===== src/rtl/vote_ctrl.sv =====
// Four-voter ballot collector: opens a session on start, accepts first ballots
// until all voters respond or the COLLECT timer expires, then posts a one-hot verdict.
module vote_ctrl #(
   parameter int unsigned TIMEOUT = 16
) (
   input  logic       clk,
   input  logic       rst,
   input  logic       start,
   input  logic [3:0] vote_valid,
   input  logic [3:0] vote_val,
   output logic       busy,
   output logic [3:0] voted,
   output logic [2:0] yes_cnt,
   output logic [3:1] result,
   output logic       done,
   output logic       timed_out
);

   typedef enum logic [1:0] {IDLE, COLLECT, DECIDE} state_t;

   localparam logic [7:0] TLAST = 8'(TIMEOUT - 1);

   state_t     state_q;
   logic [7:0] timer_q;
   logic [3:0] voted_q;
   logic [3:0] accept;
   logic [3:0] voted_d;
   logic [2:0] yes_q;
   logic [2:0] yes_d;
   logic [3:1] result_q;
   logic       done_q;
   logic       timed_out_q;

   // Post-update view of this edge's ballots; only voters not yet recorded count.
   always_comb begin
      accept  = vote_valid & ~voted_q;
      voted_d = voted_q | accept;
      yes_d   = yes_q;
      for (int unsigned i = 0; i < 4; i++) begin
         yes_d = yes_d + {2'b00, accept[i] & vote_val[i]};
      end
   end

   always_ff @(posedge clk) begin
      if (rst) begin
         state_q     <= IDLE;
         timer_q     <= '0;
         voted_q     <= '0;
         yes_q       <= '0;
         result_q    <= '0;
         done_q      <= 1'b0;
         timed_out_q <= 1'b0;
      end else begin
         done_q <= 1'b0;
         case (state_q)
            IDLE: begin
               if (start) begin
                  state_q     <= COLLECT;
                  timer_q     <= '0;
                  voted_q     <= '0;
                  yes_q       <= '0;
                  result_q    <= '0;
                  timed_out_q <= 1'b0;
               end
            end
            COLLECT: begin
               timer_q <= timer_q + 8'd1;
               voted_q <= voted_d;
               yes_q   <= yes_d;
               if ((voted_d == 4'b1111) || (timer_q == TLAST)) begin
                  state_q     <= DECIDE;
                  timed_out_q <= (voted_d != 4'b1111);
               end
            end
            DECIDE: begin
               state_q <= IDLE;
               done_q  <= 1'b1;
               if (yes_q >= 3'd3)      result_q <= 3'b100;
               else if (yes_q == 3'd2) result_q <= 3'b010;
               else                    result_q <= 3'b001;
            end
            default: state_q <= IDLE;
         endcase
      end
   end

   assign busy      = (state_q != IDLE);
   assign voted     = voted_q;
   assign yes_cnt   = yes_q;
   assign result    = result_q;
   assign done      = done_q;
   assign timed_out = timed_out_q;

endmodule


===== config.mk =====
export PLATFORM = sky130hd
export DESIGN_NAME = vote_ctrl
export DESIGN_NICKNAME = d
export VERILOG_FILES = /design/src/rtl/vote_ctrl.sv
export SDC_FILE = /design/constraint.sdc
export NUM_CORES = 1
export LEC_CHECK = 0
export ABC_AREA = 0
export CORE_MARGIN = 5
export CORE_UTILIZATION = 52
export CTS_CLUSTER_DIAMETER = 40
export DETAILED_ROUTE_END_ITERATION = 8
export GPL_TIMING_DRIVEN = 1
export PLACE_DENSITY = 0.83
export SYNTH_ARGS = -nofsm -noshare
export SYNTH_HDL_FRONTEND = slang
export SYNTH_SLANG_ARGS = --single-unit

===== constraint.sdc =====
create_clock -name clk -period 6.8 [get_ports clk]
set_clock_uncertainty 0.15 [all_clocks]
set_input_delay 2.04 -clock clk [delete_from_list [all_inputs] [get_ports clk]]
set_output_delay 2.04 -clock clk [all_outputs]
set_load 0.01 [all_outputs]

==> results.md, run 1 <==
* Leading cell types in the layout, fill and taps excluded: 23 x sky130_fd_sc_hd__clkdlybuf4s50_1, 22 x sky130_fd_sc_hd__dfxtp_1, 21 x sky130_fd_sc_hd__nor2_1, 14 x sky130_fd_sc_hd__a21oi_1, 8 x sky130_fd_sc_hd__nand2_1
* CTS sink cnt at 22
* Sequential element share of the synthesized area at 42.9%
* Count of cells resized by post-cts repair at 0
* Global-route wire length before repair at 3860 µm
* Transition time at the pin with the least slew margin at 0.951 ns
* Bufs on Longest Clock Path at 2
* CTS Hold Buffers Added at 0
* Maximum number of pins on one net before global-route repair at 24
* Maximum fanout encountered on the critical timing path at 3
* Die height at 54.4 µm
* Net count after synthesis at 135
* Final TNS setup at 0 ns
* TritonCTS clock tree: built
* Detailed-routing iteration count for the pre-antenna-repair pass at 4
* Number of setup violations in the final report at 0
* FMAX at 233 MHz
* Post-synthesis cell count at 120
* Final RePlAce weighted congestion at 0.772
* Type of the most critical hold path: reg2reg
* Die X-Extent at 54.4 µm
* Post-route fraction of the period consumed by the critical path at 63.1%
* Largest family of logic cells by synthesized area: simple AND/OR/NAND/NOR gates
* Post-Synth Adder-Cell Area at 7.06%
* Startpoint types: primary input
* Total power density per cell area at 185 nW/µm²
* Initial core utilization at 53.5%
* Net count of the finished layout at 158
* Share of post-route cells with drive strength above 1 at 3.55%
* Antenna Diode Count at 0
* Overall routed net length at 2300 µm
* Initial antenna violation count at 0
* Buffer type at the clock tree root: sky130_fd_sc_hd__clkbuf_4
* Count of H-tree levels built during CTS at 1
* Synth Cell Area at 1030 µm²
* Clock latency reported for the late side of the worst-skew pair at 0.30 ns
* Routed length per instance at 13.7 µm
* Overall routing resource usage at 17.8%
* Layout overhead on the synthesized area at 25.0%
* Mean Syn Cell Area at 8.56 µm²
* Remaining DRCs at 0
* Result of the run: finished clean
* Xor-xnor portion of the synthesized cell area at 0.853%
* Setup Buffers After CTS at 0
* Post-DRT Antenna Nets at 0
* CTS Buf Count at 3
* Number of synthesized register bits at 22
* Compound-Gate Fraction of Synth Area at 18.6%
* Number of global-route vias before repair at 908
* Number of unique standard cell types used by synthesis at 33
* Worst-case vdd ir drop at 0.000144 V
* Average vias per placed instance at 5.76
* DR vias at 967
* Critical Path Sink Type: register
* Post-synthesis simple-gate area fraction at 25.8%
* Leakage power at 0.464 nW
* Fill cells at 180
* Setup repair after global routing missed its margin: false
* Data required time at the worst endpoint at 6.88 ns
* Count of final max-slew check failures at 0
* Detailed Route Iter0 Violations at 39
* Count of buffers inserted at the top-level ports at 23
* Most common library cell in the layout ignoring fill and taps: sky130_fd_sc_hd__clkdlybuf4s50_1
* Clock transition time at the flip-flop clock pins of the worst setup and hold paths at 0.12 ns
* Sum of net half-perimeters after detailed placement at 1760 µm
* Number of primary I/O pins at 24
* Endpoint arrival time on the critical path at 4.37 ns
* Post-layout min period at 4.29 ns
* Count of yosys warnings during synthesis at 0
* Worst slew margin relative to its limit at 36.4%
* Final hold violations at 0
* Sum of overflow across all layers after global routing at 0
* # rows at 16
* Number of max-capacitance violations reported at 0
* Kind of critical path: in2reg
* Die Footprint at 2960 µm²
* Std-Cell Core Area at 1920 µm²
* Pwr Total at 0.238 mW
* Share of synthesized area spent on multiplexers at 0%
## through the flow
| step | hold WS (ns) | util (%) | instances | worst slack [ns] | cell area [µm²] |
|---|---|---|---|---|---|
| after floorplan | 0.283 | - | 120 | 2.88 | 1030 |
| after global placement | 0.287 | 65.6 | 165 | 2.29 | 1260 |
| after detailed placement | 0.286 | 65.6 | 165 | 2.19 | 1260 |
| after CTS | 0.307 | 66.8 | 168 | 2.51 | 1280 |
| after global routing | 0.340 | 66.8 | 168 | 2.38 | 1280 |
| final | 0.306 | 66.8 | 168 | 2.51 | 1280 |
## kinds of logic (layout without fill, tap and decap cells)
family,Yosys count,in the layout
buffers and inverters,10,31
AND/OR/NAND/NOR,52,52
AO/OA/AOI/OAI,31,31
XOR/XNOR,1,1
adder cells (fa/ha/maj),4,4
flip-flops,22,22
## where the power goes
group	internal (mW)	switching (mW)	total (mW)	leakage, nW
Sequential	0.133	0.00420	0.137	0.178
Clock	0.0207	0.0375	0.0581	0.0138
Combinational	0.0204	0.0222	0.0426	0.272
## state kept, by name, summed over array words and instances, names as in the netlist
name and cells:
state_q 2, yes_cnt 3, timed_out 1, voted 4, done 1, result 3
timer_q 8
## cell type report
class                   instances  area, µm²  share of cell area [%]
inverters                       5       18.8                    1.46
repair buffers                 23        230                    17.9
well taps                      27       33.8                    2.63
clock buffers                   3       22.5                    1.75
multi-input cells              88        538                    41.9
flip-flops and latches         22        440                    34.3
## worst paths after layout
path | start | endpoint | slack [ns] | cells past startpoint
setup reg to reg | voted[0]$_SDFFE_PP0P_ | yes_cnt[2]$_SDFFE_PP0P_ | 4.33 | 8
hold reg to reg | timed_out$_SDFFE_PP0P_ | timed_out$_SDFFE_PP0P_ | 0.31 | 2
setup / recovery | vote_valid[0] | yes_cnt[2]$_SDFFE_PP0P_ | 2.51 | 9
hold / removal | timed_out$_SDFFE_PP0P_ | timed_out$_SDFFE_PP0P_ | 0.31 | 2
## cells in the mapped netlist
| cell type | n | share of area [%] |
|---|---|---|
| sky130_fd_sc_hd__nand2b_1 | 1 | 0.61 |
| sky130_fd_sc_hd__nand2_1 | 8 | 2.9 |
| sky130_fd_sc_hd__buf_4 | 1 | 0.73 |
| sky130_fd_sc_hd__a211oi_1 | 2 | 1.5 |
| sky130_fd_sc_hd__dfxtp_1 | 22 | 43 |
| sky130_fd_sc_hd__nand3_1 | 5 | 2.4 |
| sky130_fd_sc_hd__or2_2 | 1 | 0.61 |
| sky130_fd_sc_hd__inv_1 | 5 | 1.8 |
| sky130_fd_sc_hd__o31ai_1 | 1 | 0.73 |
| sky130_fd_sc_hd__nor2_1 | 21 | 7.7 |
| sky130_fd_sc_hd__xor2_1 | 1 | 0.85 |
| sky130_fd_sc_hd__nor2b_1 | 1 | 0.61 |
| sky130_fd_sc_hd__nand4b_1 | 1 | 0.85 |
| sky130_fd_sc_hd__or3_1 | 1 | 0.61 |
| sky130_fd_sc_hd__nor3_1 | 2 | 0.97 |
| sky130_fd_sc_hd__a31oi_1 | 2 | 1.2 |
| sky130_fd_sc_hd__o21bai_1 | 1 | 0.73 |
| sky130_fd_sc_hd__a22oi_1 | 4 | 2.9 |
| sky130_fd_sc_hd__a21oi_1 | 14 | 6.8 |
| sky130_fd_sc_hd__nor3b_1 | 1 | 0.73 |
| sky130_fd_sc_hd__o22ai_1 | 2 | 1.2 |
| sky130_fd_sc_hd__o21ai_0 | 2 | 0.97 |
| sky130_fd_sc_hd__nand2b_4 | 1 | 1.3 |
| sky130_fd_sc_hd__buf_6 | 1 | 1.1 |
| sky130_fd_sc_hd__and3_1 | 1 | 0.61 |
| sky130_fd_sc_hd__or4_1 | 4 | 2.9 |
| sky130_fd_sc_hd__a32oi_1 | 1 | 0.85 |
| sky130_fd_sc_hd__fa_1 | 3 | 5.8 |
| sky130_fd_sc_hd__o311ai_0 | 1 | 0.85 |
| sky130_fd_sc_hd__nand3b_1 | 4 | 2.9 |
| sky130_fd_sc_hd__a211o_1 | 1 | 0.85 |
| sky130_fd_sc_hd__clkbuf_1 | 3 | 1.1 |
| sky130_fd_sc_hd__ha_1 | 1 | 1.2 |
## critical path, stage by stage
cell	delay [ns]
sky130_fd_sc_hd__clkdlybuf4s50_1	0.50
sky130_fd_sc_hd__nand3b_1	0.13
sky130_fd_sc_hd__fa_1	0.52
sky130_fd_sc_hd__fa_1	0.43
sky130_fd_sc_hd__inv_1	0.08
sky130_fd_sc_hd__fa_1	0.17
sky130_fd_sc_hd__nand2_1	0.06
sky130_fd_sc_hd__or2_2	0.30
sky130_fd_sc_hd__a21oi_1	0.13
## layer usage
metal	track usage (%)	wire length (µm)
met3	2.72	106
met1	21.0	974
met4	7.88	39
met5	0	0
met2	31.5	1180
No activity file was read; power rests on OpenSTA's default activity.
==> inputs of run 2 (changes only) <==
--- a/config.mk
+++ b/config.mk
@@ -7,11 +7,11 @@
 export LEC_CHECK = 0
 export ABC_AREA = 0
 export CORE_MARGIN = 5
-export CORE_UTILIZATION = 52
+export CORE_UTILIZATION = 48
 export CTS_CLUSTER_DIAMETER = 40
 export DETAILED_ROUTE_END_ITERATION = 8
 export GPL_TIMING_DRIVEN = 1
-export PLACE_DENSITY = 0.83
+export PLACE_DENSITY = 0.77
 export SYNTH_ARGS = -nofsm -noshare
 export SYNTH_HDL_FRONTEND = slang
 export SYNTH_SLANG_ARGS = --single-unit
==> constraint.sdc (replaced) <==
create_clock -name clk -period 4.01 [get_ports clk]
set_clock_uncertainty 0.15 [all_clocks]
set_input_delay 1.203 -clock clk [delete_from_list [all_inputs] [get_ports clk]]
set_output_delay 1.203 -clock clk [all_outputs]
set_load 0.01 [all_outputs]
==> run 2 against run 1 <==
  * Cell count rose by 0.60%
  * Global-route usage fell by 2.0 points
  * Worst setup slack got worse by 1.9 ns
  * Critical path depth did not move
  * First-iteration DRC count fell by 36%
  * Hold slack improved by 0.0051 ns
  * Largest power group unchanged
  * Critical path type unchanged
==> results.md, run 2 (synthesis results as in run 1) <==
* Leakage power at 0.479 nW (+3.0%)
* Net count of the finished layout at 158 (unchanged)
* Type of the most critical hold path: reg2reg
* Share of post-route cells with drive strength above 1 at 4.23% (+0.68 points)
* Transition time at the pin with the least slew margin at 0.955 ns (+0.00378 ns)
* Clock transition time at the flip-flop clock pins of the worst setup and hold paths at 0.12 ns (about the same)
* Initial core utilization at 51.3% (-2.1 points)
* Antenna Diode Count at 0 (unchanged)
* Crit Reg-Reg Endpoint: yes_cnt[2]$_SDFFE_PP0P_
* Total power density per cell area at 362 nW/µm² (+95%)
* Initial antenna violation count at 0 (unchanged)
* Number of setup violations in the final report at 0 (unchanged)
* Worst-case vdd ir drop at 0.000231 V (+60%)
* Overall routed net length at 2320 µm (+1.0%)
* Register name with the most flops: timer_q
* Global-route wire length before repair at 4030 µm (+4.3%)
* Post-DRT Antenna Nets at 0 (unchanged)
* Sum of net half-perimeters after detailed placement at 1710 µm (-2.4%)
* Area of placed instances at 1260 µm² (unchanged)
* Count of buffers inserted at the top-level ports at 23 (unchanged)
* Routed length per instance at 13.7 µm (+0.40%)
* Final hold violations at 0 (unchanged)
* Final standard cell utilization of the core at 65.6% (-1.2 points)
* Post-route fraction of the period consumed by the critical path at 84.5%
* Endpoint arrival time on the critical path at 3.48 ns (-0.89 ns)
* Remaining DRCs at 0 (unchanged)
* DR vias at 954 (-1.3%)
* Maximum fanout encountered on the critical timing path at 3 (unchanged)
* Fraction of met1 tracks used by global routing at 20.2% (-0.75 points)
* Worst slew margin relative to its limit at 36.2% (-0.25 points)
* Leading cell types in the layout, fill and taps excluded: 23 x sky130_fd_sc_hd__clkdlybuf4s50_1, 22 x sky130_fd_sc_hd__dfxtp_1, 21 x sky130_fd_sc_hd__nor2_1, 14 x sky130_fd_sc_hd__a21oi_1, 8 x sky130_fd_sc_hd__nand2_1
* Number of max-capacitance violations reported at 0 (unchanged)
* Result of the run: finished clean
* Most common library cell in the layout ignoring fill and taps: sky130_fd_sc_hd__clkdlybuf4s50_1
* Overall routing resource usage at 15.8% (-2.0 points)
* Startpoint types: primary input
* Setup repair after global routing missed its margin: false
* Endpoint of the most critical setup path: yes_cnt[2]$_SDFFE_PP0P_
* Final instance area at 1310 µm² (+2.3%)
* Maximum number of pins on one net before global-route repair at 24 (unchanged)
* Kind of critical path: in2reg
* Count of final max-slew check failures at 0 (unchanged)
* Max reg flops at 8 (unchanged)
* Number of primary I/O pins at 24 (unchanged)
* Pwr Total at 0.475 mW (+100%)
* Die Footprint at 3170 µm² (+6.8%)
* # rows at 16 (unchanged)
* Final RePlAce weighted congestion at 0.733 (-5.1%)
* FMAX at 295 MHz
* Count of H-tree levels built during CTS at 1 (unchanged)
* Placed cells at 165 (unchanged)
* Worst Setup SP: vote_valid[2]
* Clock latency reported for the late side of the worst-skew pair at 0.31 ns (about the same)
* Die X-Extent at 56.3 µm (+3.3%)
* TritonCTS clock tree: built
* Worst reg2reg path startpoint: voted[2]$_SDFFE_PP0P_
* Detailed-routing iteration count for the pre-antenna-repair pass at 4 (unchanged)
* Most heavily used metal layer in global routing: met2
* Bufs on Longest Clock Path at 2 (unchanged)
* Fill cells at 191 (+6.1%)
* Final TNS setup at 0 ns (unchanged)
* Sum of overflow across all layers after global routing at 0 (unchanged)
* Die height at 56.3 µm (+3.3%)
* CTS Hold Buffers Added at 0 (unchanged)
* Std-Cell Core Area at 2000 µm² (+4.2%)
* Data required time at the worst endpoint at 4.10 ns (-2.78 ns)
* Critical Path Sink Type: register
* Post-layout min period at 3.39 ns
* Hold Worst Slack at 0.311 ns (+0.00511 ns)
* CTS Buf Count at 3 (unchanged)
* Count of placed standard cells in the final layout, fillers left out at 169 (+0.60%)
* Detailed Route Iter0 Violations at 25 (-36%)
* Average vias per placed instance at 5.64 (-1.9%)
* Number of global-route vias before repair at 934 (+2.9%)
* Met3 routing resource usage after global routing at 2.98% (+0.26 points)
* Register area at 440 µm² (unchanged)
* Register-to-register setup slack at 1.59 ns (-2.74 ns)
* Area taken by multi-input logic gates at 538 µm² (unchanged)
* Least setup slack across all paths after layout at 0.620 ns (-1.89 ns)
* Buffer type at the clock tree root: sky130_fd_sc_hd__clkbuf_4
* Worst setup slack before clock tree synthesis at 0.299 ns (-1.89 ns)
* Setup Buffers After CTS at 0 (unchanged)
* Count of cells resized by post-cts repair at 0 (unchanged)
* Layout overhead on the synthesized area at 27.9%
* Global routing usage on met2 at 26.0% (-5.4 points)
* Worst reg2reg path depth at 8 (unchanged)
* CTS sink cnt at 22 (unchanged)
-- run 2: worst min path at each step --
| stage | startpoint | endpoint | cells past startpoint |
|---|---|---|---|
| after CTS | timed_out$_SDFFE_PP0P_ | timed_out$_SDFFE_PP0P_ | 2 |
| after floorplan | timer_q[7]$_SDFFE_PP0P_ | timer_q[7]$_SDFFE_PP0P_ | 1 |
| after global routing | timed_out$_SDFFE_PP0P_ | timed_out$_SDFFE_PP0P_ | 2 |
| after detailed placement | timed_out$_SDFFE_PP0P_ | timed_out$_SDFFE_PP0P_ | 2 |
| after global placement | timed_out$_SDFFE_PP0P_ | timed_out$_SDFFE_PP0P_ | 2 |
| final | timed_out$_SDFFE_PP0P_ | timed_out$_SDFFE_PP0P_ | 2 |
-- run 2: layout make-up --
cell class | count | share of cell area (%)
flip-flops and latches | 22 | 33.5
clock inverters | 1 | 2.29
inverters | 5 | 1.43
repair buffers | 23 | 17.5
multi-input cells | 88 | 41.0
clock buffers | 3 | 1.71
well taps | 27 | 2.57
-- run 2: per-layer routing --
metal / wire length [µm] / up-vias
met2: 1140 / 23
met5: 0 / -
met4: 38 / 0
met3: 105 / 5
li1: - / 471
met1: 1040 / 455
-- run 2: power by group --
group | switching (mW) | total, mW | internal, mW
Sequential | 0.00752 | 0.233 | 0.225
Combinational | 0.0373 | 0.0715 | 0.0342
Clock | 0.0701 | 0.171 | 0.101
Total | 0.115 | 0.475 | 0.360
-- run 2: worst max-delay path: stages --
cell                              delay [ns]
sky130_fd_sc_hd__clkdlybuf4s50_1        0.50
sky130_fd_sc_hd__nand3b_1               0.12
sky130_fd_sc_hd__fa_1                   0.48
sky130_fd_sc_hd__fa_1                   0.43
sky130_fd_sc_hd__inv_1                  0.09
sky130_fd_sc_hd__fa_1                   0.16
sky130_fd_sc_hd__nand2_1                0.06
sky130_fd_sc_hd__or2_2                  0.31
sky130_fd_sc_hd__a21oi_1                0.13
==> inputs of run 3 (changes only) <==
--- a/config.mk
+++ b/config.mk
@@ -7,11 +7,11 @@
 export LEC_CHECK = 0
 export ABC_AREA = 0
 export CORE_MARGIN = 5
-export CORE_UTILIZATION = 48
+export CORE_UTILIZATION = 43
 export CTS_CLUSTER_DIAMETER = 40
 export DETAILED_ROUTE_END_ITERATION = 8
 export GPL_TIMING_DRIVEN = 1
-export PLACE_DENSITY = 0.77
+export PLACE_DENSITY = 0.73
 export SYNTH_ARGS = -nofsm -noshare
 export SYNTH_HDL_FRONTEND = slang
 export SYNTH_SLANG_ARGS = --single-unit
==> constraint.sdc (replaced) <==
create_clock -name clk -period 2.76 [get_ports clk]
set_clock_uncertainty 0.15 [all_clocks]
set_input_delay 0.828 -clock clk [delete_from_list [all_inputs] [get_ports clk]]
set_output_delay 0.828 -clock clk [all_outputs]
set_load 0.01 [all_outputs]
==> run 3 against run 2 <==
  * Worst setup slack got worse by 0.43 ns
  * Power rose by 49%
  * First-iteration DRC count rose by 56%
  * Die area rose by 9.5%
  * Clock power rose by 47%
  * Sequential cell count did not move
==> results.md, run 3 (synthesis results as in run 1) <==
* Post-DRT Antenna Nets at 0 (unchanged)
* CTS Hold Buffers Added at 0 (unchanged)
* Layout overhead on the synthesized area at 35.3%
* Overall routing resource usage at 15.8% (about the same)
* TritonCTS clock tree: built
* DR vias at 986 (+3.4%)
* FMAX at 390 MHz
* Count of placed standard cells in the final layout, fillers left out at 177 (+4.7%)
* Count of buffers inserted at the top-level ports at 23 (unchanged)
* Die height at 58.9 µm (+4.6%)
* Number of global-route vias before repair at 1000 (+7.1%)
* Std-Cell Core Area at 2250 µm² (+13%)
* Initial antenna violation count at 0 (unchanged)
* Data required time at the worst endpoint at 2.87 ns (-1.23 ns)
* Sequential group share of total power at 47.8% (-1.2 points)
* Number of setup violations in the final report at 0 (unchanged)
* Number of max-capacitance violations reported at 0 (unchanged)
* Sum of net half-perimeters after detailed placement at 1760 µm (+2.8%)
* Worst-case vdd ir drop at 0.000288 V (+25%)
* Endpoint arrival time on the critical path at 2.68 ns (-0.80 ns)
* Hold Worst Slack at 0.298 ns (-0.0129 ns)
* Share of post-route cells with drive strength above 1 at 13.4% (+9.2 points)
* Placed cells at 173 (+4.8%)
* Leakage power at 0.533 nW (+11%)
* Count of H-tree levels built during CTS at 1 (unchanged)
* Clock transition time at the flip-flop clock pins of the worst setup and hold paths at 0.13 ns (about the same)
* Global-route wire length before repair at 4290 µm (+6.5%)
* # rows at 17 (+1)
* Register-to-register setup slack at 0.47 ns (-1.12 ns)
* Sw frac at 24.8% (+0.63 points)
* Power share of the clock group at 35.6% (-0.4 points)
* Clock latency reported for the late side of the worst-skew pair at 0.31 ns (about the same)
* Setup Buffers After CTS at 0 (unchanged)
* Area taken by multi-input logic gates at 558 µm² (+3.7%)
* Buffer type at the clock tree root: sky130_fd_sc_hd__clkbuf_4
* Maximum fanout encountered on the critical timing path at 2 (-1)
* Most common library cell in the layout ignoring fill and taps: sky130_fd_sc_hd__dfxtp_1
* Bufs on Longest Clock Path at 2 (unchanged)
* Final hold violations at 0 (unchanged)
* Detailed Route Iter0 Violations at 39 (+56%)
* Worst slew margin relative to its limit at 73.4% (+37 points)
* Cell Int Power at 0.532 mW (+48%)
* Switching component of the power at 0.175 mW (+53%)
* Startpoint types: primary input
* Initial core utilization at 45.6% (-5.8 points)
* Type of the most critical hold path: reg2reg
* Pwr Total at 0.707 mW (+49%)
* Total power density per cell area at 509 nW/µm² (+41%)
* Die Footprint at 3470 µm² (+9.5%)
* Detailed-routing iteration count for the pre-antenna-repair pass at 4 (unchanged)
* Final RePlAce weighted congestion at 0.767 (+4.7%)
* CTS sink cnt at 22 (unchanged)
* Post-route fraction of the period consumed by the critical path at 93.0%
* Post-layout min period at 2.57 ns
* Transition time at the pin with the least slew margin at 0.397 ns (-0.558 ns)
* Count of final max-slew check failures at 0 (unchanged)
* Leading cell types in the layout, fill and taps excluded: 22 x sky130_fd_sc_hd__dfxtp_1, 21 x sky130_fd_sc_hd__nor2_1, 19 x sky130_fd_sc_hd__clkdlybuf4s50_1, 12 x sky130_fd_sc_hd__a21oi_1, 7 x sky130_fd_sc_hd__buf_4
* Max reg flops at 8 (unchanged)
* Fraction of power consumed by combinational cells at 16.6% (+1.6 points)
* CTS Buf Count at 3 (unchanged)
* Remaining DRCs at 0 (unchanged)
* Number of primary I/O pins at 24 (unchanged)
* Register area at 440 µm² (unchanged)
* Overall routed net length at 2450 µm (+5.5%)
* Average vias per placed instance at 5.57 (-1.3%)
* Setup repair after global routing missed its margin: false
* Net count of the finished layout at 165 (+4.4%)
* Fill cells at 222 (+16%)
* Die X-Extent at 58.9 µm (+4.6%)
* Routed length per instance at 13.8 µm (+0.74%)
* Result of the run: finished clean
* Antenna Diode Count at 0 (unchanged)
* Kind of critical path: in2reg
* Critical Path Sink Type: register
* Sum of overflow across all layers after global routing at 0 (unchanged)
* Register name with the most flops: timer_q
* Maximum number of pins on one net before global-route repair at 15 (-38%)
==> run 3: worst max-delay path, cell delays in order <==
cell and delay [ns]:
sky130_fd_sc_hd__dlygate4sd2_1 0.22, sky130_fd_sc_hd__nand3b_1 0.11, sky130_fd_sc_hd__fa_1 0.49, sky130_fd_sc_hd__fa_2 0.37, sky130_fd_sc_hd__inv_2 0.07, sky130_fd_sc_hd__fa_2 0.19, sky130_fd_sc_hd__nand2_2 0.05, sky130_fd_sc_hd__or2_4 0.23
sky130_fd_sc_hd__a21oi_2 0.12
==> run 3: power by group through the flow <==
| stage | Clock (mW) | Sequential [mW] | Combinational (mW) |
|---|---|---|---|
| floorplan | 0 | 0.346 | 0.0615 |
| global placement | 0 | 0.345 | 0.110 |
| detailed placement | 0 | 0.345 | 0.114 |
| CTS | 0.252 | 0.338 | 0.115 |
| global route | 0.267 | 0.341 | 0.132 |
| finish | 0.251 | 0.338 | 0.117 |
==> run 3: final timing paths <==
check                               from  cells after the start                 endpoint
setup reg to reg   voted[0]$_SDFFE_PP0P_                      8  yes_cnt[2]$_SDFFE_PP0P_
setup / recovery           vote_valid[2]                      9  yes_cnt[2]$_SDFFE_PP0P_
hold / removal    timed_out$_SDFFE_PP0P_                      2   timed_out$_SDFFE_PP0P_
hold reg to reg   timed_out$_SDFFE_PP0P_                      2   timed_out$_SDFFE_PP0P_
==> run 3: cell type report <==
type                    count  share of cell area [%]
clock buffers               3                    1.62
clock inverters             1                    2.16
inverters                   5                    1.35
multi-input cells          88                    40.1
flip-flops and latches     22                    31.7
well taps                  28                    2.52
repair buffers             30                    20.5
==> run 3: layer usage <==
layer	share of wire, %	track usage, %	vias to the layer above
li1	-	-	484
met1	45	20.0	458
met2	48	26.8	38
met3	5.4	3.07	6
met4	1.6	4.85	0
met5	0	0	-
==> run 3: metrics by stage <==
stage	util [%]	area, µm²	TNS [ns]	setup WS (ns)
6_report	61.7	1390	0	0.193
3_5_place_dp	58.3	1320	-1.26	-0.552
5_1_grt	61.7	1390	0	0.117
4_1_cts	61.0	1380	0	0.00333
3_3_place_gp	58.3	1320	-1.07	-0.460
2_1_floorplan	-	1030	0	0.0530
==> run 3: what timing repair did <==
action	4_1_cts	5_1_grt
resized for setup	7	5
endpoints found under the setup margin	2	2
pin swaps	5	5
